$ cat src/rtl/sisc_pkg.sv
// Shared SISC definitions: opcodes, IR field positions, default widths.
// Imported by the fetch unit and the branch-condition decoder.
package sisc_pkg;

  localparam int PC_W_DEF    = 16;
  localparam int INSTR_W_DEF = 32;

  localparam int FLD_W   = 4;
  localparam int IMM_W   = 16;
  localparam int OP_LSB  = 28;
  localparam int MM_LSB  = 24;
  localparam int RD_LSB  = 20;
  localparam int RS_LSB  = 16;
  localparam int RT_LSB  = 12;
  localparam int IMM_LSB = 0;

  typedef enum logic [3:0] {
    NOOP   = 4'h0,
    LOD    = 4'h1,
    STR    = 4'h2,
    SWP    = 4'h3,
    BRA    = 4'h4,
    BRR    = 4'h5,
    BNE    = 4'h6,
    BNR    = 4'h7,
    ALU_OP = 4'h8,
    HLT    = 4'hF
  } opcode_e;

endpackage

$ cat src/rtl/sisc_br_cond.sv
// Branch condition: masks status with mm and
// applies the taken/not-taken sense of the opcode.
module sisc_br_cond
  import sisc_pkg::*;
(
  input  logic [3:0] opcode,
  input  logic [3:0] mm,
  input  logic [3:0] stat,
  output logic       br_taken
);

  logic hit;

  assign hit = |(stat & mm);

  always_comb begin
    br_taken = 1'b0;
    unique case (1'b1)
      (opcode == BRA) || (opcode == BRR):
        br_taken = hit;
      (opcode == BNE) || (opcode == BNR):
        br_taken = !hit;
      default:
        br_taken = 1'b0;
    endcase
  end

endmodule

$ cat src/rtl/sisc_fetch_unit.sv
// SISC fetch unit: PC, IR, status and halt flag with IR decode.
// Optional instruction counter enabled by SISC_INSTR_CNT_EN.
module sisc_fetch_unit
  import sisc_pkg::*;
#(
  parameter int PC_W    = PC_W_DEF,
  parameter int INSTR_W = INSTR_W_DEF
) (
  input  logic               clk,
  input  logic               rst_f,
  input  logic               pc_write,
  input  logic               pc_sel,
  input  logic               br_sel,
  input  logic               ir_load,
  input  logic               stat_en,
  input  logic [3:0]         alu_stat,
  input  logic [INSTR_W-1:0] imem_data,
  output logic [PC_W-1:0]    imem_addr,
  output logic [3:0]         opcode,
  output logic [3:0]         mm,
  output logic [3:0]         rd,
  output logic [3:0]         rs,
  output logic [3:0]         rt,
  output logic [15:0]        imm,
  output logic [3:0]         stat,
`ifdef SISC_INSTR_CNT_EN
  output logic [31:0]        instr_cnt,
`endif
  output logic               br_taken,
  output logic               halted
);

  logic [PC_W-1:0]    pc_q, pc_d;
  logic [INSTR_W-1:0] ir_q, ir_d;
  logic [3:0]         stat_q, stat_d;
  logic               halted_q, halted_d;
  logic               ld_hlt;

  assign ld_hlt = ir_load &&
    (imem_data[OP_LSB +: FLD_W] == HLT);

  always_comb begin
    pc_d = pc_q;
    if (pc_write && !halted_q) begin
      unique case (1'b1)
        !pc_sel:
          pc_d = pc_q + PC_W'(1);
        pc_sel && !br_sel:
          pc_d = PC_W'(imm);
        default:
          pc_d = pc_q + PC_W'($signed(imm));
      endcase
    end
  end

  assign ir_d     = ir_load ? imem_data : ir_q;
  assign stat_d   = stat_en ? alu_stat : stat_q;
  assign halted_d = halted_q | ld_hlt;

  always_ff @(posedge clk or negedge rst_f) begin
    if (!rst_f) begin
      pc_q     <= '0;
      ir_q     <= '0;
      stat_q   <= '0;
      halted_q <= 1'b0;
    end else begin
      pc_q     <= pc_d;
      ir_q     <= ir_d;
      stat_q   <= stat_d;
      halted_q <= halted_d;
    end
  end

`ifdef SISC_INSTR_CNT_EN
  logic [31:0] cnt_q, cnt_d;

  // The HLT load itself is not counted; only work done before halting.
  assign cnt_d = (ir_load && !halted_d) ? cnt_q + 32'd1 : cnt_q;

  always_ff @(posedge clk or negedge rst_f) begin
    if (!rst_f) cnt_q <= '0;
    else        cnt_q <= cnt_d;
  end

  assign instr_cnt = cnt_q;
`endif

  assign imem_addr = pc_q;
  assign opcode    = ir_q[OP_LSB +: FLD_W];
  assign mm        = ir_q[MM_LSB +: FLD_W];
  assign rd        = ir_q[RD_LSB +: FLD_W];
  assign rs        = ir_q[RS_LSB +: FLD_W];
  assign rt        = ir_q[RT_LSB +: FLD_W];
  assign imm       = ir_q[IMM_LSB +: IMM_W];
  assign stat      = stat_q;
  assign halted    = halted_q;

  sisc_br_cond u_br_cond (
    .opcode   (opcode),
    .mm       (mm),
    .stat     (stat_q),
    .br_taken (br_taken)
  );

endmodule

$ cat config.mk
export PLATFORM = sky130hd
export DESIGN_NAME = sisc_fetch_unit
export DESIGN_NICKNAME = d
export VERILOG_FILES = /design/src/rtl/sisc_pkg.sv /design/src/rtl/sisc_br_cond.sv /design/src/rtl/sisc_fetch_unit.sv
export SDC_FILE = /design/constraint.sdc
export NUM_CORES = 1
export LEC_CHECK = 0
export CAP_MARGIN = 20
export CORE_MARGIN = 1
export CORE_UTILIZATION = 49
export DETAILED_ROUTE_END_ITERATION = 12
export GPL_ROUTABILITY_DRIVEN = 0
export GPL_TIMING_DRIVEN = 0
export PLACE_DENSITY = 0.86
export RECOVER_POWER = 50
export SKIP_CTS_REPAIR_TIMING = 1
export SLEW_MARGIN = 20
export SYNTH_ARGS = -nofsm -noshare
export SYNTH_HDL_FRONTEND = slang
export SYNTH_SLANG_ARGS = --single-unit
$ cat constraint.sdc
create_clock -name clk -period 4 [get_ports clk]
set_input_delay 0.8 -clock clk [delete_from_list [all_inputs] [get_ports clk]]
set_output_delay 0.8 -clock clk [all_outputs]
set_load 0.1 [all_outputs]
==> flow_metrics.tcl <==
set metrics [dict create \
    yosysUniqueCellTypes 49 \
    cts_tree "built" \
    yosys.area.top_type_share_pct 44.52 \
    violations "max-capacitance violations, max-slew violations" \
    power_frac_clock_pct 10.3 \
    status "finished with violations" \
    async_reset_ff_share_pct 100.0 \
    grt_max_degree 54 \
    grt_antenna_before_repair 0 \
    stdcell_count 457 \
    multi_input_area_um2 1583 \
    syn-instance-count 275 \
    switching_share_pct 54.97 \
    max-vdd-ir-drop_mv 0.4252 \
    cts_buffers 5 \
    dieArea_um2 6396 \
    rsz0062_at_grt "false" \
    seq_area_um2 1326 \
    syn_area_per_cell_um2 10.83 \
    finalSetupViolCount 0 \
    power_frac_seq_pct 25.3 \
    worst_pin_slew_ns 2.921 \
    crit_buf_inv 1 \
    crit_chain "a22o_1 -> a221oi_1 -> xor2_1 -> nor3b_2 -> clkdlybuf4s50_1" \
    slew_violations 54 \
    syn_to_final_growth_pct 39.31 \
    placed_area_um2 4066 \
    ys_warn_count 0 \
    worst_clock_skew_ns 0.006061 \
    fp-row-count 28 \
    hold_viol_final 0 \
    p_leak_uw 0.001748 \
    cp.required_ns 3.20 \
    yosys_register_bits 53 \
    synth_edf_count 0 \
    maxCapViolations 1 \
    yosysSeqAreaShare_pct 44.52 \
    finalCritPeriodShare_pct 87.20 \
    drt_first_pass_iters 4 \
    start_util_pct 50.62 \
    cts_buffer_depth 2 \
    rrSetupSlack_ns 1.20 \
    tns_ns 0 \
    cp-start-kind "flop" \
    crit_fanout 3 \
    num_vias 2532 \
    power.switching_uw 1652 \
    clock_sinks 53 \
    num_io_pins 101 \
    drt_iter0_markers 130 \
    powerDensity_nw_per_um2 724.3 \
    cp_top_family "buffers and inverters" \
    drc 0 \
    relSlewSlack_pct -94.76 \
    die_w_um 79.98 \
    arrival_ns 2.69 \
    coreArea_um2 5886 \
    track_usage_pct 24.36 \
    yosys-top-cells-area "dfrtp_1 45%, mux2_2 13%, ha_1 6.3%, a21oi_1 3.5%, and2_1 3.4%" \
    drive_gt1_share_pct 15.45 \
    worst_setup_path_end_kind "primary output" \
    power_frac_comb_pct 64.4 \
    syn_area_um2 2979 \
    yosys.area.top_type "dfrtp_1" \
    p_int_uw 1354 \
    fp.dieH_um 79.98 \
    hpwl_um 5685 \
    grt_pass1_vias 2620 \
    synth_flop_cell "dfrtp_1" \
    nNetsFinal 440 \
    cts_max_level 2 \
    cp-startpoint "stat[3]" \
    grt_pass1_wl_um 11910 \
    post_drt_via_cell_ratio 5.540 \
    clk_latency_ns 0.30 \
    cpPeakStageDelay_ns 1.16 \
    port_buffers 99 \
    fmax_mhz 286.7 \
    reg2reg_from "ir_q[0]" \
    hold_ws_ns 0.5172 \
    ctsRootBufferMaster "clkbuf_8" \
    routed_wl_um 7478 \
    grt-ovfl-total 0 \
    n_antenna_cell 0 \
    stdcell_area_um2 4150 \
    ant_nets 0 \
    avgRoutedWirePerCell_um 16.36 \
    crit_type "reg -> out" \
    cp_slowest_cell "clkdlybuf4s50_1" \
    min_period_ns 3.488 \
    clk_pin_slew_worst_paths_ns 0.10 \
    hold_path.class "reg -> reg" \
    final.fill_count 446 \
    hold_start "ir_q[16]" \
    dp_cells 449 \
    synth_nets 334 \
]
## cell usage in the layout, fill, tap and decap left out, types with 5 or more instances in the layout
cell type,netlist,routed
a21oi_1,21,21
a31oi_1,5,5
and2_1,16,16
clkbuf_1,9,12
clkbuf_8,0,5
clkdlybuf4s50_1,0,97
dfrtp_1,53,53
ha_1,15,15
mux2_2,35,35
nand2_1,19,19
nor2_1,16,16
o21ai_0,13,13
xor2_1,6,6
## logic make-up after synthesis
logic type / count (synthesis) / share of synthesized area (%)
muxes: 36 / 13.57
buffers and inverters: 16 / 2.520
DFF: 53 / 44.52
xor gates and xnor gates: 10 / 2.940
adders and majority gates: 16 / 6.972
AOI/OAI and AO/OA: 73 / 17.18
and+or+nand+nor: 71 / 12.31
## sequential cells by signal (all words and copies together), names as in the netlist
name	count
halted	1
ir_q	32
stat	4
imem_addr	16
## Yosys cell counts, drive strengths merged, types with 5 or more instances
cell,instances
nand2,19
xor2,6
a211oi,5
dfrtp,53
buf,5
and2,16
a31oi,5
nor2,16
o21ai,16
ha,15
mux2,35
clkbuf,9
a21oi,21
a21o,5
## path summary, 6_finish.rpt
path | cells after the start | to
worst max-delay path | 5 | br_taken
worst min-delay path | 1 | ir_q[16]
worst max register to register | 10 | imem_addr[14]
worst min register to register | 1 | ir_q[16]
max in group asynchronous | 1 | imem_addr[0]
min in group asynchronous | 1 | imem_addr[12]
## power by group through the flow
stage | sequential [µW] | clock [µW] | combinational, µW
final | 762 | 308 | 1940
after global placement | 766 | 0 | 1890
after global routing | 779 | 337 | 2030
after detailed placement | 773 | 0 | 1930
after floorplan | 1600 | 0 | 652
after CTS | 763 | 318 | 1930
## stage by stage
stage / total power [µW] / setup WS [ns] / utilization, %
floorplan: 2249 / 0.4996 / -
global placement: 2659 / 0.2093 / 69.13
detailed placement: 2701 / 0.2393 / 69.09
CTS: 3015 / 0.4677 / 70.58
global route: 3150 / 0.3158 / 70.51
finish: 3006 / 0.5119 / 70.51
## area by class of cell
class | count | share of cell area [%]
Buffer | 14 | 1.628
Inverter | 2 | 0.1809
Clock inverter | 2 | 0.3618
Tap cell | 75 | 2.261
Timing Repair Buffer | 99 | 23.73
Multi-Input combinational cell | 206 | 38.14
Sequential cell | 53 | 31.96
Clock buffer | 6 | 1.749
## routing by layer
metal / vias to the layer above / track usage (%) / wire (µm)
met1: 1234 / 27.66 / 2970
met5: - / 0 / 0
met2: 90 / 43.16 / 3805
met3: 6 / 8.114 / 642
met4: 0 / 7.143 / 60
li1: 1202 / - / -
No activity file was read; power rests on OpenSTA's default activity.
==> RTL change 1: new RTL, same flow settings <==
`PC_W_DEF`: 16 -> 20.
--- a/src/rtl/sisc_pkg.sv
+++ b/src/rtl/sisc_pkg.sv
@@ -3,5 +3,5 @@
 package sisc_pkg;
 
-  localparam int PC_W_DEF    = 16;
+  localparam int PC_W_DEF    = 20;
   localparam int INSTR_W_DEF = 32;
 
Interface: changed (resized imem_addr); port bits go from 101 to 105. The function was not compared with the original's and may differ.
==> RTL change 1 against the unedited design <==
- the run still ends with max-capacitance violations, max-slew violations left
- area after synthesis rose by 15%
- cell area rose by 14%
- total power rose by 21%
- wire length rose by 17%
- sequential cell count rose by 4
- count of clock-buffer cells in the layout rose by 5
- maximum frequency fell by 4.1%
- worst setup slack got worse by 0.15 ns
- critical endpoint is now imem_addr[19]$_DFFE_PN0P_
- largest cell class unchanged
==> RTL change 1: results <==
metrics = {
    "global_routing": {
        "grt_max_degree": 46,
        "grt_pass1_wl_um": 14600,
        "grt_usage_pct": 25.8,
        "grt_pass1_vias": 3140,
    },
    "synth": {
        "syn_area_per_cell_um2": 10.3,
        "synth.distinct_cells": 53,
        "ys_ff_latch": 57,
        "synthArstFlopShare_pct": 100,
        "syn_nets": 394,
        "ys_seq_area_share_pct": 41.8,
        "ys_top_cells_by_area": "dfrtp_1 (42%), mux2_2 (12%), ha_1 (7.0%)",
    },
    "critical_path": {
        "worstPathMaxFanout": 10,
        "r2r-end": "imem_addr[19]$_DFFE_PN0P_",
        "r2r-start": "ir_q[6]$_DFFE_PN0P_",
        "critPathArrivalTime_ns": 3.86,
        "r2r_slack_ns": 1.46,
        "slowest_delay_ns": 0.69,
    },
    "outcome": {
        "status": "finished, violations left",
        "violations": "max-capacitance violations, max-slew violations",
    },
    "hold_path": {
        "hold_path.class": "in -> async",
    },
    "timing": {
        "drv_slew": 46,
        "finalClockSkew_ns": 0.00839,
        "tightestPinTransition_ns": 2.34,
    },
    "drt": {
        "wl_met3_um": 592,
        "first_iter_violations": 152,
        "wl_met1_um": 3440,
        "num_vias": 3024,
        "met2_length_um": 4460,
        "wl_per_cell_um": 16.5,
    },
    "clock_network": {
        "path_clk_slew_ns": 0.07,
        "cts_buffers": 9,
        "h-tree-depth": 3,
        "clk_latency_ns": 0.35,
    },
    "final_layout": {
        "num-fill-cells": 491,
        "layout-drive-gt1-share_pct": 16.0,
        "fin_cells": 531,
        "final_nets": 509,
    },
    "placed_design": {
        "port_buffers": 103,
        "hpwl_um": 6660,
        "pre_cts_slack_ns": -0.0122,
        "dp_cells": 515,
    },
    "power": {
        "peakVddDrop_mv": 0.351,
        "p_leak_nw": 2.06,
    },
    "job": {
        "cap_violations": 1,
    },
}
RTL change 1: logic make-up after synthesis:
| group | after synthesis | synth area share (%) |
|---|---|---|
| adders and majority gates | 20 | 7.55 |
| buffers and inverters | 24 | 4.21 |
| AOI/OAI and AO/OA | 83 | 15.9 |
| and+or+nand+nor | 93 | 14.0 |
| muxes | 39 | 12.7 |
| DFF | 57 | 41.8 |
| xor gates and xnor gates | 15 | 3.85 |
RTL change 1: area by class of cell:
type | instances | area [um2] | area share (%)
plain buffers | 17 | 118 | 2.48
clock inverters | 5 | 55.1 | 1.16
multi-input cells | 250 | 1850 | 39.0
clock buffers | 11 | 141 | 2.98
repair buffers | 104 | 1030 | 21.7
well taps | 80 | 100 | 2.11
inverters | 7 | 26.3 | 0.554
flip-flops and latches | 57 | 1430 | 30.1
RTL change 1: power by group:
part	total (mW)	internal, mW	leakage, nW	switching (mW)
registers	0.832	0.709	0.669	0.123
logic	2.27	0.680	1.30	1.59
clock network	0.547	0.302	0.0953	0.245
total	3.65	1.69	2.06	1.96
RTL change 1: per-layer routing:
layer	vias up	track usage, %
met5	-	0
met4	0	13.8
met3	24	7.12
met2	114	43.6
met1	1462	29.8
li1	1424	-
RTL change 1: critical path, delay by kind of cell:
kind            cells  cell delay, ns
compound gates      4            0.90
fa+ha+maj           1            0.23
buf+inv             3            1.12
mux                 1            0.21
simple gates        3            0.60
RTL change 1: how the worst max path moves through the flow:
stage	from	end	slack (ns)	cells after the start
after CTS	pc_sel	imem_addr[19]$_DFFE_PN0P_	0.35	12
after floorplan	stat[3]$_DFFE_PN0P_	br_taken	0.50	4
final	pc_sel	imem_addr[19]$_DFFE_PN0P_	0.36	12
after global routing	rst_f	ir_q[0]$_DFFE_PN0P_	0.13	2
after global placement	pc_sel	imem_addr[19]$_DFFE_PN0P_	0.08	12
after detailed placement	pc_sel	imem_addr[19]$_DFFE_PN0P_	-0.01	12
RTL change 1: per-stage QoR:
step	area, um2	hold WS [ns]
finish	4750	0.459
global route	4750	0.527
CTS	4770	0.296
detailed placement	4580	0.498
global placement	4550	0.489
floorplan	3420	0.504
==> RTL change 2: new RTL, same flow settings <==
Made on the original files. Register the inputs `pc_write`, `pc_sel`, `br_sel`, `stat_en`, `alu_stat` and `imem_data` before use, cleared by the reset. The logic sees them one clock later. The other inputs are not delayed to match.
--- a/src/rtl/sisc_fetch_unit.sv
+++ b/src/rtl/sisc_fetch_unit.sv
@@ -31,4 +31,29 @@
 );
 
+  logic pc_write_q;
+  logic pc_sel_q;
+  logic br_sel_q;
+  logic stat_en_q;
+  logic [3:0] alu_stat_q;
+  logic [INSTR_W-1:0] imem_data_q;
+
+  always_ff @(posedge clk or negedge rst_f) begin
+    if (!rst_f) begin
+      pc_write_q  <= '0;
+      pc_sel_q    <= '0;
+      br_sel_q    <= '0;
+      stat_en_q   <= '0;
+      alu_stat_q  <= '0;
+      imem_data_q <= '0;
+    end else begin
+      pc_write_q  <= pc_write;
+      pc_sel_q    <= pc_sel;
+      br_sel_q    <= br_sel;
+      stat_en_q   <= stat_en;
+      alu_stat_q  <= alu_stat;
+      imem_data_q <= imem_data;
+    end
+  end
+
   logic [PC_W-1:0]    pc_q, pc_d;
   logic [INSTR_W-1:0] ir_q, ir_d;
@@ -38,13 +63,13 @@
 
   assign ld_hlt = ir_load &&
-    (imem_data[OP_LSB +: FLD_W] == HLT);
+    (imem_data_q[OP_LSB +: FLD_W] == HLT);
 
   always_comb begin
     pc_d = pc_q;
-    if (pc_write && !halted_q) begin
+    if (pc_write_q && !halted_q) begin
       unique case (1'b1)
-        !pc_sel:
+        !pc_sel_q:
           pc_d = pc_q + PC_W'(1);
-        pc_sel && !br_sel:
+        pc_sel_q && !br_sel_q:
           pc_d = PC_W'(imm);
         default:
@@ -54,6 +79,6 @@
   end
 
-  assign ir_d     = ir_load ? imem_data : ir_q;
-  assign stat_d   = stat_en ? alu_stat : stat_q;
+  assign ir_d     = ir_load ? imem_data_q : ir_q;
+  assign stat_d   = stat_en_q ? alu_stat_q : stat_q;
   assign halted_d = halted_q | ld_hlt;
 
Behaviour: not the same (Yosys sat finds a counterexample within 4 cycles, from zero or initial values and one cycle with rst_f low).
==> RTL change 2 against the unedited design <==
- area after synthesis grew 38%
- wire length grew 20%
- worst setup slack lost 0.16 ns
- cell area grew 31%
- total power grew 26%
- the run still ends with max-capacitance violations, max-slew violations left
- global-route usage shrank 1.6 points
- die area grew 37%
- sequential cell count grew 40
- critical path type unchanged
- largest power group unchanged
==> RTL change 2: results <==
metrics = {
    "outcome": {
        "status": "finished, violations left",
        "violations": "max-capacitance violations, max-slew violations",
    },
    "synth": {
        "syn_nets": 383,
        "ys_top_cells_by_area": "dfrtp_1 (57%), mux2_2 (9.9%), ha_1 (4.6%)",
        "synthArstFlopShare_pct": 100,
        "synth.distinct_cells": 51,
        "ys_seq_area_share_pct": 56.6,
        "synth-main-ff-cell": "dfrtp_1",
        "ys_warn_count": 0,
        "synthTopCellsByCount": "dfrtp_1 (93), mux2_2 (36), o21ai_0 (17)",
    },
    "final_layout": {
        "layout-drive-gt1-share_pct": 16.8,
        "num-fill-cells": 596,
        "final_nets": 494,
        "num_antenna_cells": 0,
    },
    "global_routing": {
        "grt_usage_pct": 22.7,
        "antenna_found_initial": 0,
        "grt_pass1_wl_um": 14900,
        "grt_pass1_vias": 3053,
        "grt_max_degree": 57,
    },
    "critical_path": {
        "worstPathMaxFanout": 3,
        "path_delay_family": "buffers and inverters",
        "crit_slowest_cell": "clkdlybuf4s50_1",
        "slowest_delay_ns": 1.16,
    },
    "drt": {
        "wl_per_cell_um": 16.5,
        "first_iter_violations": 289,
        "num_vias": 3000,
        "drtPass1Iterations": 5,
    },
    "clock_network": {
        "clk_latency_ns": 0.36,
        "cts_buffers": 9,
        "clock_path_buffers": 2,
        "path_clk_slew_ns": 0.10,
        "cts_root_buf": "clkbuf_8",
        "h-tree-depth": 3,
    },
    "placed_design": {
        "placed_area_um2": 5270,
        "port_buffers": 99,
        "hpwl_um": 6610,
    },
    "power": {
        "powerDensity_nw_per_um2": 693,
        "peakVddDrop_mv": 0.331,
        "p_leak_nw": 2.35,
    },
    "hold_path": {
        "hold_path.class": "reg -> reg",
    },
    "timing": {
        "drv_slew": 39,
        "maxSlewHeadroom_pct": -33.7,
        "finalClockSkew_ns": 0.00698,
    },
    "job": {
        "cap_violations": 1,
    },
}
RTL change 2: changes by cell type in the layout (fill, tap and decap cells not counted), sizes merged, moves of 6 or more:
cell           delta
a21oi             -8
mux2i             +7
clkdlybuf4s50    -39
dfrtp            +40
dlygate4sd3      +39
o21ai             +6
inv               +7
RTL change 2: through the flow:
stage / hold WS [ns] / setup slack [ns] / std cells
3_5_place_dp: 0.461 / 0.703 / 529
6_report: 0.483 / 0.349 / 545
5_1_grt: 0.497 / 0.206 / 545
3_3_place_gp: 0.456 / -1.12 / 528
4_1_cts: 0.414 / 0.273 / 545
2_1_floorplan: 0.454 / 0.500 / 324
RTL change 2: layer usage:
metal / track usage [%] / part of all wire [%] / up-vias / wire length, um
li1: - / - / 1383 / -
met1: 28.1 / 39 / 1485 / 3550
met2: 38.2 / 52 / 112 / 4660
met3: 5.12 / 6.1 / 20 / 547
met4: 9.87 / 2.6 / 0 / 236
met5: 0 / 0 / - / 0
RTL change 2: layout make-up:
type | instances | area share, %
buffer | 18 | 2.20
clock buffer | 9 | 2.27
clock inverter | 7 | 1.61
inverter | 5 | 0.344
multi-input combinational | 208 | 30.3
sequential | 93 | 42.7
tap | 105 | 2.41
timing repair buffer | 100 | 18.2
RTL change 2: final timing paths:
check / start / endpoint / slack, ns / depth (start not counted)
max: stat[1]$_DFFE_PN0P_ / br_taken / 0.35 / 5
min: imem_data_q[27]$_DFF_PN0_ / ir_q[27]$_DFFE_PN0P_ / 0.48 / 1
max reg2reg: pc_sel_q$_DFF_PN0_ / imem_addr[14]$_DFFE_PN0P_ / 0.89 / 10
min reg2reg: imem_data_q[27]$_DFF_PN0_ / ir_q[27]$_DFFE_PN0P_ / 0.48 / 1
max in group asynchronous: rst_f / imem_addr[12]$_DFFE_PN0P_ / 0.87 / 2
min in group asynchronous: rst_f / imem_addr[3]$_DFFE_PN0P_ / 1.00 / 1
RTL change 2: kinds of logic after synthesis:
logic type,after synthesis,share of synthesized area (%)
multiplexers,44,11.8
AND/OR/NAND/NOR,68,8.85
buffers and inverters,23,3.37
AO/OA/AOI/OAI,69,12.0
flip-flops,93,56.6
XOR/XNOR,11,2.34
adder cells (fa/ha/maj),16,5.05
RTL change 2: report_power, final:
group	switching (mW)	leakage (nW)	internal [mW]
Clock	0.365	0.108	0.305
Combinational	1.34	1.15	0.575
Sequential	0.119	1.09	1.07
Total	1.83	2.35	1.95
RTL change 2: worst register-to-register path, stage by stage (launching register included):
cell      delay, ns
dfrtp_1        0.38
clkbuf_1       0.35
clkbuf_1       0.38
and2_1         0.19
ha_1           0.30
and2_1         0.20
a221o_1        0.31
a221oi_1       0.32
o31ai_1        0.14
mux2i_1        0.15
a221o_1        0.27
